`config.mk`:
```
export PLATFORM = sky130hd
export DESIGN_NAME = sm_phase_seq
export DESIGN_NICKNAME = d
export VERILOG_FILES = /design/src/rtl/sm_phase_seq.sv
export SDC_FILE = /design/constraint.sdc
export NUM_CORES = 1
export LEC_CHECK = 0
export ABC_AREA = 1
export ABC_CLOCK_PERIOD_IN_PS = 2800
export CORE_MARGIN = 10
export CORE_UTILIZATION = 50
export CTS_CLUSTER_SIZE = 28
export DETAILED_ROUTE_END_ITERATION = 7
export PLACE_DENSITY_LB_ADDON = 0.1
export SETUP_SLACK_MARGIN = 0.02
export SKIP_CTS_REPAIR_TIMING = 1
export SYNTH_ARGS = -nofsm -noshare
export SYNTH_HDL_FRONTEND = slang
export SYNTH_SLANG_ARGS = --single-unit
```
`constraint.sdc`:
```
create_clock -name clk -period 2.8 [get_ports clk]
set_input_delay 0.56 -clock clk [delete_from_list [all_inputs] [get_ports clk]]
set_output_delay 0.56 -clock clk [all_outputs]
set_load 0.1 [all_outputs]
```
`src/rtl/sm_phase_seq.sv`:
```
// -----------------------------------------------------------------------------
// sm_phase_seq -- stepper-motor phase sequencer with position counter.
//
// Turns a stream of step pulses into a 4-wire coil drive pattern (half- or
// full-step), tracks a signed position, honours end-stop switches and drops
// to a PWM'd holding current after a long idle period.
//
// Timing: a step edge is seen when step=1 while the registered copy of step
// is still 0. The edge, together with dir, half_mode and clr_pos, is captured
// into a request register on the clock edge that samples it. The phase,
// position, coil and blocked outputs change on the following clock edge.
//
// Parameters
//   SIZE         width of the signed position counter
//   HOLD_CYCLES  step-free cycles in RUN before dropping to HOLD
//   HOLD_DUTY    coil-on slots out of 16 while in HOLD (0..16)
//
// Ports
//   clk        system clock, rising edge
//   rst        asynchronous, active-low reset
//   en         driver enable; 0 de-energises the coils
//   step       step pulse, synchronous to clk; one step per rising edge
//   dir        1 = forward, 0 = reverse
//   half_mode  1 = half-step (phase +-1), 0 = full-step (phase +-2)
//   lim_fwd    forward end-stop, active high
//   lim_rev    reverse end-stop, active high
//   clr_pos    synchronous clear of the position counter
//   coil       registered coil drive {A+, A-, B+, B-}
//   pos        registered signed position (two's complement)
//   blocked    one-cycle pulse when a step edge is rejected by an end-stop
//   fault      high while in FAULT (both end-stops active together)
// -----------------------------------------------------------------------------
module sm_phase_seq #(
  parameter int SIZE        = 16,
  parameter int HOLD_CYCLES = 50000,
  parameter int HOLD_DUTY   = 6
) (
  input  logic            clk,
  input  logic            rst,
  input  logic            en,
  input  logic            step,
  input  logic            dir,
  input  logic            half_mode,
  input  logic            lim_fwd,
  input  logic            lim_rev,
  input  logic            clr_pos,
  output logic [3:0]      coil,
  output logic [SIZE-1:0] pos,
  output logic            blocked,
  output logic            fault
);

  // Idle counter only has to reach HOLD_CYCLES and then saturate.
  localparam int IDLE_W = (HOLD_CYCLES < 2) ? 1 : $clog2(HOLD_CYCLES + 1);
  localparam logic [IDLE_W-1:0] IDLE_MAX = IDLE_W'(HOLD_CYCLES);

  // One extra bit so a duty of 16 (always on) compares true for every slot.
  localparam logic [4:0] PWM_DUTY = 5'(HOLD_DUTY);

  typedef enum logic [1:0] {
    ST_OFF   = 2'd0,
    ST_RUN   = 2'd1,
    ST_HOLD  = 2'd2,
    ST_FAULT = 2'd3
  } state_e;

  // ---------------------------------------------------------------------------
  // Phase-to-coil decode: eight half-step positions around one electrical turn.
  // ---------------------------------------------------------------------------
  function automatic logic [3:0] coil_of(input logic [2:0] ph);
    logic [3:0] c;
    c = 4'b0000;
    case (ph)
      3'd0: c = 4'b1000;
      3'd1: c = 4'b1010;
      3'd2: c = 4'b0010;
      3'd3: c = 4'b0110;
      3'd4: c = 4'b0100;
      3'd5: c = 4'b0101;
      3'd6: c = 4'b0001;
      3'd7: c = 4'b1001;
      default: c = 4'b0000;
    endcase
    return c;
  endfunction

  // ---------------------------------------------------------------------------
  // State
  // ---------------------------------------------------------------------------
  state_e            state_q,    state_d;
  logic [2:0]        ph_q,       ph_d;
  logic [SIZE-1:0]   pos_q,      pos_d;
  logic              step_dly_q, step_dly_d;   // previous-cycle copy of step
  logic [IDLE_W-1:0] idle_q,     idle_d;
  logic [3:0]        pwm_q,      pwm_d;
  logic [3:0]        coil_q,     coil_d;
  logic              blocked_q,  blocked_d;
  logic              fault_q,    fault_d;

  // Step request captured on the sampling edge, applied one edge later.
  logic              req_acc_q,  req_acc_d;    // edge accepted
  logic              req_blk_q,  req_blk_d;    // edge rejected by an end-stop
  logic              req_dir_q,  req_dir_d;
  logic              req_half_q, req_half_d;
  logic              req_clr_q,  req_clr_d;

  // ---------------------------------------------------------------------------
  // Combinational helpers
  // ---------------------------------------------------------------------------
  logic            step_edge;
  logic            active;
  logic            both_lim;
  logic            lim_hit;
  logic            sample_ok;
  logic            apply_ok;
  logic            apply_step;
  logic [2:0]      ph_inc;
  logic [SIZE-1:0] pos_inc;

  always_comb begin
    step_edge = step & ~step_dly_q;
    active    = (state_q == ST_RUN) || (state_q == ST_HOLD);
    both_lim  = lim_fwd & lim_rev;
    lim_hit   = dir ? lim_fwd : lim_rev;

    // Edges outside RUN/HOLD, or in a cycle that is leaving RUN/HOLD for
    // OFF or FAULT, vanish without a blocked pulse.
    sample_ok = step_edge & active & en & ~both_lim;

    // A captured request is dropped if the block is leaving RUN/HOLD on
    // the edge that would apply it, so the phase stays frozen in OFF/FAULT.
    apply_ok   = active & en & ~both_lim;
    apply_step = req_acc_q & apply_ok;

    ph_inc  = req_half_q ? 3'd1 : 3'd2;
    pos_inc = req_half_q ? SIZE'(1) : SIZE'(2);
  end

  // ---------------------------------------------------------------------------
  // Next-state logic
  // ---------------------------------------------------------------------------
  always_comb begin
    // NOTE: every signal written here gets a default first so no path through
    // the block leaves it unassigned; otherwise synthesis infers a latch.
    state_d    = state_q;
    ph_d       = ph_q;
    pos_d      = pos_q;
    idle_d     = idle_q;
    step_dly_d = step;
    pwm_d      = pwm_q + 4'd1;
    coil_d     = 4'b0000;
    blocked_d  = req_blk_q & apply_ok;

    req_acc_d  = sample_ok & ~lim_hit;
    req_blk_d  = sample_ok &  lim_hit;
    req_dir_d  = dir;
    req_half_d = half_mode;
    req_clr_d  = clr_pos;

    // Phase and position move together by the same signed increment;
    // the position wraps at SIZE bits with no saturation.
    if (apply_step) begin
      if (req_dir_q) begin
        ph_d  = ph_q  + ph_inc;
        pos_d = pos_q + pos_inc;
      end else begin
        ph_d  = ph_q  - ph_inc;
        pos_d = pos_q - pos_inc;
      end
    end

    // Clear wins over a coincident step for the position only; the phase
    // still advances so the rotor keeps moving.
    if (req_clr_q) begin
      pos_d = '0;
    end

    unique case (state_q)
      ST_OFF: begin
        if (en) begin
          state_d = ST_RUN;
          idle_d  = '0;
        end
      end
      ST_RUN: begin
        if (apply_step) begin
          idle_d = '0;
        end else begin
          if (idle_q != IDLE_MAX) begin
            idle_d = idle_q + IDLE_W'(1);
          end
          if (idle_d == IDLE_MAX) begin
            state_d = ST_HOLD;
          end
        end
      end
      ST_HOLD: begin
        // Wake-up and the coil update of the waking step land on one edge.
        if (apply_step) begin
          state_d = ST_RUN;
          idle_d  = '0;
        end
      end
      ST_FAULT: begin
        state_d = ST_FAULT;
      end
      default: begin
        state_d = ST_OFF;
      end
    endcase

    // Global overrides: both end-stops at once is always a fault; a low
    // enable is the only way out of FAULT and forces OFF from anywhere else.
    if (both_lim) begin
      state_d = ST_FAULT;
    end else if (!en) begin
      state_d = ST_OFF;
    end

    // Coil pattern follows the state being entered so the outputs line up
    // with the state register.
    unique case (state_d)
      ST_RUN:  coil_d = coil_of(ph_d);
      ST_HOLD: coil_d = ({1'b0, pwm_q} < PWM_DUTY) ? coil_of(ph_d) : 4'b0000;
      default: coil_d = 4'b0000;
    endcase

    fault_d = (state_d == ST_FAULT);
  end

  // ---------------------------------------------------------------------------
  // Registers
  // ---------------------------------------------------------------------------
  // NOTE: sequential state is updated with non-blocking assignments so every
  // flop samples the pre-edge values regardless of statement order.
  always_ff @(posedge clk or negedge rst) begin
    if (!rst) begin
      state_q    <= ST_OFF;
      ph_q       <= '0;
      pos_q      <= '0;
      step_dly_q <= 1'b0;
      idle_q     <= '0;
      pwm_q      <= '0;
      coil_q     <= 4'b0000;
      blocked_q  <= 1'b0;
      fault_q    <= 1'b0;
      req_acc_q  <= 1'b0;
      req_blk_q  <= 1'b0;
      req_dir_q  <= 1'b0;
      req_half_q <= 1'b0;
      req_clr_q  <= 1'b0;
    end else begin
      state_q    <= state_d;
      ph_q       <= ph_d;
      pos_q      <= pos_d;
      step_dly_q <= step_dly_d;
      idle_q     <= idle_d;
      pwm_q      <= pwm_d;
      coil_q     <= coil_d;
      blocked_q  <= blocked_d;
      fault_q    <= fault_d;
      req_acc_q  <= req_acc_d;
      req_blk_q  <= req_blk_d;
      req_dir_q  <= req_dir_d;
      req_half_q <= req_half_d;
      req_clr_q  <= req_clr_d;
    end
  end

  assign coil    = coil_q;
  assign pos     = pos_q;
  assign blocked = blocked_q;
  assign fault   = fault_q;

endmodule

```
# Word-level counts from Yosys, hierarchy flattened
# Memories as Yosys holds them, arrays and structs flattened.
# Cells that the tools add are included.
# word_totals
word_cells	75
mem_bits_ro	64
mem_bits_rw	0
n_memories	2
ff_bits	53
latch_bits	0
out_inout_bits	22
# mem_list
memory	words	word_bits	read_ports	rd_clocked_by_memory_dff	write_ports	line	source
(no name shown)	8	4	1	0	0	73	case (ph)
(no name shown)	8	4	1	0	0	73	
# classes
n_shift	0
n_mul	0
add_sub_neg	6
eq_ne	10
n_mux	23
n_reduce_logical	5
n_bitwise	14
n_div	0
n_lt_le_gt_ge	1
# ops
operator	n
2-to-1 mux 16 bit	9
one-hot mux 16 bit (3 select lines)	1
adder 16 x 1 -> 16 bit, second input constant	1
adder 16 x 2 -> 16 bit	1
== test 16 bit, second input constant	1
inequality test 16 bit, second input constant	1
subtractor 16 x 2 -> 16 bit	1
2-to-1 mux 2 bit	7
bitwise AND 1 bit	11
== test 2 bit, second input constant	4
one-hot mux 2 bit (4 select lines)	1
one-hot mux 4 bit (2 select lines)	1
2-to-1 mux 3 bit	2
adder 4 x 1 -> 4 bit, second input constant	1
== test 2 x 1 -> 1 bit, second input constant	2
less-than comparator 4 x 3 -> 1 bit, second input constant	1
2-to-1 mux 4 bit	1
inequality test 2 bit, second input constant	2
adder 3 x 2 -> 3 bit	1
NOT 1 bit	3
AND reduction 3 bit	1
nonzero test 3 bit	1
subtractor 3 x 2 -> 3 bit	1
zero test 2 bit	1
other kinds (3)	3

# Logic depth before layout (Yosys ltp)
# Gate-level depths: netlist (run 1).
# logic_depth
ltp_word	15
depth_mapped	22

# Worst setup path before layout (run 1)
# OpenSTA, ideal clock, no wires.
# synth_path
path_kind	register to register
startpoint	reg pos_q[0] (netlist: pos[0])
endpoint	reg pos_q[12] (netlist: pos[12])
t_required_ns	2.679
path_stages_with_launch	13
setup_slack_ns	0.008
arrival_time_ns	2.671
synth_period_minus_slack_ns	2.792
cell_sequence	dfrtp_1 -> ha_1 -> inv_1 -> fa_1 -> nand3b_1 -> nand3_1 -> inv_1 -> o21ai_1 -> a21o_1 -> a21boi_0 -> or2_0 -> nand3_1 -> nand2_1
# synth_via
elab_chain_cells	4
word_cells_on_any_way	5
# synth_rtl
element	line	source
start: declaration	92	logic [SIZE-1:0] pos_q, pos_d;
start signal: assignment	255	pos_q <= pos_d;
subtractor 16 x 2 -> 16 bit / adder 16 x 2 -> 16 bit (equally long branches)	168, 165	
2-to-1 mux 16 bit *	163	if (req_dir_q) begin
2-to-1 mux 16 bit *	162	if (apply_step) begin
2-to-1 mux 16 bit *	174	if (req_clr_q) begin
# Mark *: on every way between the ends. The rest lies on a longest branch, timed or not. The select of a mux whose other input is x is not followed.
# A chain may end at the register's enable or synchronous reset.

# Final worst setup path (run 1)
# layout_path
startpoint	reg state_q[0]
endpoint	reg coil_q[3] (netlist: coil[3])
# layout_via
elab_chain_cells	11
word_cells_on_any_way	21
# layout_rtl
element	line	source
start: declaration	90	state_e state_q, state_d;
start signal: assignment	253	state_q <= state_d;
== test 2 x 1 -> 1 bit / == test 2 bit (equally long branches)	122, 178	
logical OR 1 bit	122	active = (state_q == ST_RUN) || (state_q == ST_HOLD);
bitwise AND 1 bit (2 in a row)	132	apply_ok = active & en & ~both_lim;
bitwise AND 1 bit	133	apply_step = req_acc_q & apply_ok;
2-to-1 mux 2 bit, on equally long branches	199, 186	
one-hot mux 2 bit (4 select lines) *	178	unique case (state_q)
2-to-1 mux 2 bit *	216	end else if (!en) begin
2-to-1 mux 2 bit *	214	if (both_lim) begin
net state_d[0]	90	
== test 2 bit / == test 2 x 1 -> 1 bit (equally long branches)	222	unique case (state_d)
one-hot mux 4 bit (2 select lines) *	222	
net coil_d[3]	96	logic [3:0] coil_q, coil_d;
end signal: assignment	259	coil_q <= coil_d;
end: declaration	96	
# The timed path passes the listed nets; every way through them passes the cells marked *.

==> results of run 1 <==
cells by family after synthesis:
| group | after synthesis | synth area share |
|---|---|---|
| AOI/OAI and AO/OA | 73 | 0.127 |
| DFF | 53 | 0.389 |
| buffers and inverters | 68 | 0.0767 |
| and+or+nand+nor | 210 | 0.262 |
| xor gates and xnor gates | 12 | 0.0308 |
| adders and majority gates | 30 | 0.114 |
worst paths after layout:
path	end	slack (ps)	cells past startpoint
hold / removal	fault	150	1
hold reg to reg	pwm_q[0]	450	1
min in group clk	pwm_q[0]	450	1
setup / recovery	coil[3]	260	20
max in group asynchronous	idle_q[0]	1990	2
setup reg to reg	coil[3]	260	20
layout make-up:
type / count / area (µm²)
clock buffer: 5 / 68.8
sequential: 53 / 1330
clock inverter: 3 / 17.5
tap: 80 / 100
multi-input combinational: 325 / 1890
timing repair buffer: 48 / 375
inverter: 63 / 240
fill: 606 / 2700
through the flow:
step,instance area (µm²),setup TNS (ps)
6_report,4020,0
5_1_grt,4020,0
4_1_cts,3910,0
3_5_place_dp,3820,-30.3
3_3_place_gp,3820,0
2_1_floorplan,3410,0
power groups by stage:
stage	Clock [mW]	Combinational, mW	Sequential [mW]
3_5_place_dp	0	0.394	0.840
6_report	0.431	0.444	0.834
5_1_grt	0.481	0.495	0.840
4_1_cts	0.448	0.396	0.825
2_1_floorplan	0	0.209	0.901
3_3_place_gp	0	0.386	0.840
sequential cells by signal (all words and copies together) (netlist names):
name	cells
fault	1
req_clr_q	1
blocked	1
coil	4
step_dly_q	1
pwm_q	4
req_blk_q	1
req_half_q	1
pos	16
idle_q	16
req_dir_q	1
req_acc_q	1
state_q	2
ph_q	3
layout by cell type, fill, tap and decap left out, types with 5 or more instances in the layout:
cell type / netlist / routed
clkbuf_8: 0 / 5
o22ai_1: 11 / 10
nand2_2: 0 / 8
a21oi_1: 17 / 17
ha_1: 28 / 26
dfrtp_1: 53 / 49
clkdlybuf4s50_1: 0 / 7
nor2_2: 2 / 6
buf_4: 1 / 40
xor2_1: 10 / 10
nand2_1: 111 / 103
o21ai_0: 29 / 29
inv_1: 62 / 60
nand3_1: 38 / 38
nor2_1: 46 / 41
worst register-to-register path: stages (launching register included):
cell and delay (ps):
dfrtp_1 440, inv_1 130, ha_1 310, nand2_2 70, nor2_4 130, nand2_4 50
nand2_1 50, inv_1 30, nand3_1 60, nor2_1 40, nand4_1 90, nand3_1 80
nand2_1 70, nand2_1 70, nand2_2 90, inv_1 50, ha_1 190, a31oi_1 210
nor2_2 90, nand2_2 100, o22ai_1 90
synth_stat cells (2+ instances only):
cell type  count
nand2_1      111
inv_1         62
dfrtp_1       53
nor2_1        46
nand3_1       38
o21ai_0       29
ha_1          28
a21oi_1       17
o22ai_1       11
xor2_1        10
nand3b_1       3
nand4_1        3
o21ai_1        3
a211oi_1       2
a21boi_0       2
clkbuf_1       2
fa_1           2
nor2_2         2
o21bai_1       2
xnor2_1        2
layer usage:
layer | vias to the layer above | part of all wire | global-route usage
met5 | - | 0 | 0
met4 | 0 | 0.013 | 0.0466
met3 | 8 | 0.029 | 0.0282
met2 | 43 | 0.49 | 0.266
met1 | 1419 | 0.46 | 0.196
li1 | 1551 | - | -
==> results.py, run 1 <==
metrics = {
    "timing": {
        "rsz0062_at_grt": "no",
        "tightest_slew_ps": 535,
        "setup_violations": 0,
        "skew_ps": 9.27,
        "drv_slew": 0,
        "worst_slack_ps": 255,
        "fin_crit_sh": 0.909,
        "slew_headroom": 0.643,
        "min_period_ps": 2540,
        "clock.fmax_mhz": 393,
        "final_hold_viol_count": 0,
        "holdWs_ps": 152,
    },
    "power_and_ir_drop": {
        "p_comb_frac": 0.260,
        "p_sw_mw": 0.575,
        "switching_share": 0.336,
        "pwr-share-seq": 0.488,
        "total_power_mw": 1.71,
        "vdd_drop_max_mv": 0.267,
        "leakagePower_nw": 2.06,
        "p_per_area_mw_per_mm2": 425,
        "p_int_mw": 1.13,
        "p_clk_frac": 0.252,
    },
    "drt": {
        "num_vias": 3021,
        "routedWlPerCell_um": 13.5,
        "firstDrtPassIters": 5,
        "drt_iter0_markers": 117,
        "wl_mm": 7.77,
        "route.detailed.drc": 0,
        "vias_per_cell": 5.24,
        "antenna_left": 0,
    },
    "setup_path": {
        "crit_path_top_delay_cell": "dfrtp_1",
        "worstPathCellList": "inv_1, ha_1, nand2_2, nor2_4, nand2_4, nand2_1, inv_1, nand3_1, nor2_1, nand4_1, nand3_1, nand2_1, nand2_1, nand2_2, inv_1, ha_1, a31oi_1, nor2_2, nand2_2, o22ai_1",
        "cp_data_required_time_ps": 2990,
        "crit_arrival_ps": 2730,
        "crit_family": "simple AND/OR/NAND/NOR gates",
        "path_buf_inv": 3,
        "crit_start": "state_q[0]",
        "regToRegStartpoint": "state_q[0]",
        "crit_type": "flip-flop to flip-flop",
        "max_stage_delay_ps": 440,
        "cp-start-kind": "flip-flop",
        "cp_max_fo": 5,
        "critPathCaptureType": "flip-flop",
    },
    "logic_synthesis": {
        "synth_nets": 485,
        "async_flop_share": 1.00,
        "ys_types": 38,
        "synth_edf_count": 0,
        "synth-seq-cells": 53,
        "yosys-top-cells-area": "dfrtp_1, nand2_1, ha_1",
        "syn_inst": 446,
        "synthDominantCellAreaShare": 0.389,
        "yosysTopAreaCell": "dfrtp_1",
        "synth_area_mm2": 0.00341,
        "yosys_warnings": 0,
        "avgSynthCellArea_um2": 7.64,
        "ys.flop_type": "dfrtp_1",
        "seq_area_frac_synth": 0.389,
    },
    "final_layout": {
        "area_delta_synth_final_pct": 18.0,
        "fin_cells": 577,
        "antenna_cells": 0,
        "post-route-util": 0.599,
        "drive_above_1_share": 0.161,
        "finalNetCount": 535,
    },
    "global_route": {
        "grt_pass1_vias": 3055,
        "grt_util_all_layers": 0.156,
        "grt_max_degree": 25,
        "grt_pass1_wl_mm": 13.4,
        "grt-ovfl-total": 0,
        "antenna_found_initial": 0,
    },
    "clock_network": {
        "cts_made_buffers": 5,
        "root_buffer": "clkbuf_8",
        "cts_num_sinks": 53,
        "tritoncts": "yes",
        "htreeDepth": 2,
        "clockBufferDepth": 2,
        "clk_latency_ps": 310,
        "clk_pin_slew_ps": 100,
    },
    "outcome": {
        "status": "completed",
    },
    "place": {
        "place_inst": 564,
        "dp_hpwl_mm": 5.93,
        "place_ws_ps": -17.7,
        "gp_congestion": 0.864,
        "port_buffers": 30,
    },
    "job": {
        "drv_cap": 0,
    },
    "floorplan": {
        "initial_core_util": 0.507,
        "rows": 30,
        "dieArea_mm2": 0.0105,
        "die_w_um": 103,
        "core_area_mm2": 0.00672,
        "ios": 31,
        "die-height_um": 103,
    },
    "min_path": {
        "holdCritPathClass": "input pin to asynchronous set/reset pin",
    },
}
Note: power is estimated with default switching activity, not from simulation.
==> inputs of run 2 (changes only) <==
--- a/config.mk
+++ b/config.mk
@@ -9,6 +9,7 @@
 export ABC_CLOCK_PERIOD_IN_PS = 2800
 export CORE_MARGIN = 10
 export CORE_UTILIZATION = 50
+export CTS_BUF_LIST = sky130_fd_sc_hd__clkbuf_8
 export CTS_CLUSTER_SIZE = 28
 export DETAILED_ROUTE_END_ITERATION = 7
 export PLACE_DENSITY_LB_ADDON = 0.1
==> constraint.sdc (replaced) <==
create_clock -name clk -period 2.8 [get_ports clk]
set_input_delay 0.42 -clock clk [delete_from_list [all_inputs] [get_ports clk]]
set_output_delay 0.42 -clock clk [all_outputs]
set_load 0.1 [all_outputs]
==> results.py, run 2 (synthesized netlist as in run 1, its figures left out) <==
metrics = {
    "outcome": {
        "status": "completed",
    },
    "place": {
        "place_inst": 556,
        "dp_hpwl_mm": 5.69,
        "place_ws_ps": 57.2,
        "gp_congestion": 0.882,
        "port_buffers": 30,
    },
    "final_layout": {
        "final_common_cell": "nand2_1",
        "area_delta_synth_final_pct": 15.3,
        "fin_cells": 566,
        "antenna_cells": 0,
        "drive_above_1_share": 0.119,
        "final_cell_mix": "nand2_1, inv_1, dfrtp_1",
        "post-route-util": 0.585,
        "finalNetCount": 524,
    },
    "timing": {
        "final_hold_viol_count": 0,
        "slew_headroom": 0.592,
        "setup_tns_ps": 0,
        "tightest_slew_ps": 612,
        "worst_slack_ps": 215,
        "drv_slew": 0,
        "setup_violations": 0,
        "skew_ps": 5.10,
        "fin_crit_sh": 0.923,
        "min_period_ps": 2580,
        "rsz0062_at_grt": "no",
        "clock.fmax_mhz": 387,
    },
    "drt": {
        "wl_mm": 7.52,
        "highest-signal-layer": "met4",
        "vias_per_cell": 5.16,
        "routedWlPerCell_um": 13.3,
        "met2_length_mm": 3.70,
        "drt_iter0_markers": 73,
        "antenna_left": 0,
        "firstDrtPassIters": 5,
        "num_vias": 2921,
        "wl_met3_um": 281,
        "route.detailed.drc": 0,
        "wirelength_met1_mm": 3.44,
    },
    "power_and_ir_drop": {
        "leakagePower_nw": 2.02,
        "vdd_drop_max_mv": 0.261,
        "total_power_mw": 1.74,
        "p_per_area_mw_per_mm2": 442,
    },
    "global_route": {
        "grt_max_degree": 29,
        "grt_util_all_layers": 0.151,
        "antenna_found_initial": 0,
        "grt_pass1_wl_mm": 12.9,
        "grt_pass1_vias": 2849,
        "grt-ovfl-total": 0,
    },
    "setup_path": {
        "crit_arrival_ps": 2770,
        "cp_data_required_time_ps": 2980,
        "crit_path_top_delay_cell": "dfrtp_1",
        "max_stage_delay_ps": 420,
        "path_buf_inv": 3,
        "cp_max_fo": 5,
        "crit_family": "simple AND/OR/NAND/NOR gates",
        "crit_start": "state_q[1]",
        "cp-start-kind": "flip-flop",
        "cpMostUsedCell": "nand2_1",
        "regToRegStartpoint": "state_q[1]",
        "critPathCaptureType": "flip-flop",
        "worstPathCellList": "inv_1, ha_1, nand2_1, nor2_2, nand2_4, nand2_1, inv_1, nand3_1, nor2_1, nand4_1, nand3_1, nand2_1, nand2_1, nand2_2, inv_1, ha_1, a31oi_1, nor2_2, nand2_1, o22ai_1",
        "crit_type": "flip-flop to flip-flop",
    },
    "floorplan": {
        "core_area_mm2": 0.00672,
        "rows": 30,
        "die-height_um": 103,
        "dieArea_mm2": 0.0105,
        "initial_core_util": 0.507,
        "ios": 31,
        "die_w_um": 103,
    },
    "clock_network": {
        "clk_latency_ps": 310,
        "root_buffer": "clkbuf_8",
        "clockBufferDepth": 2,
        "cts_num_sinks": 53,
        "htreeDepth": 2,
        "clk_pin_slew_ps": 100,
        "cts_made_buffers": 5,
        "tritoncts": "yes",
    },
    "job": {
        "drv_cap": 0,
    },
    "min_path": {
        "holdCritPathClass": "input pin to asynchronous set/reset pin",
    },
}
run 2: worst paths after layout:
kind                                  end  cells past startpoint  slack, ps
max in group asynchronous       idle_q[0]                      2       2110
worst max register to register    coil[2]                     20        220
worst min register to register   pwm_q[0]                      1        460
worst max-delay path              coil[2]                     20        220
worst min-delay path            req_blk_q                      1        110
min in group clk                 pwm_q[0]                      1        460
run 2: where the power goes:
group | internal [mW] | switching, mW
registers | 0.801 | 0.0314
clock network | 0.262 | 0.253
logic | 0.125 | 0.265
total | 1.19 | 0.550
run 2: metal layers:
metal	vias to the layer above	global-route usage
met5	-	0
met4	0	0.0466
met3	8	0.0322
met2	35	0.253
li1	1527	-
met1	1351	0.191
run 2: cell type report:
class                           count  area, µm²
Multi-Input combinational cell    325       1850
Clock buffer                        5       68.8
Inverter                           63        238
Clock inverter                      3       38.8
Fill cell                         626       2790
Tap cell                           80        100
Sequential cell                    53       1330
Timing Repair Buffer               37        305
run 2: per-stage QoR:
stage | area [µm²] | hold WS, ps
2_1_floorplan | 3410 | 124
3_3_place_gp | 3780 | 430
3_5_place_dp | 3780 | 442
4_1_cts | 3880 | 124
5_1_grt | 3930 | 135
6_report | 3930 | 113
run 2: worst register-to-register path, delay by kind of cell, from the launching register on:
family	cells	cell delay, ps
compound gates	2	280
flops	1	420
buf+inv	3	200
fa+ha+maj	2	500
simple gates	13	1080
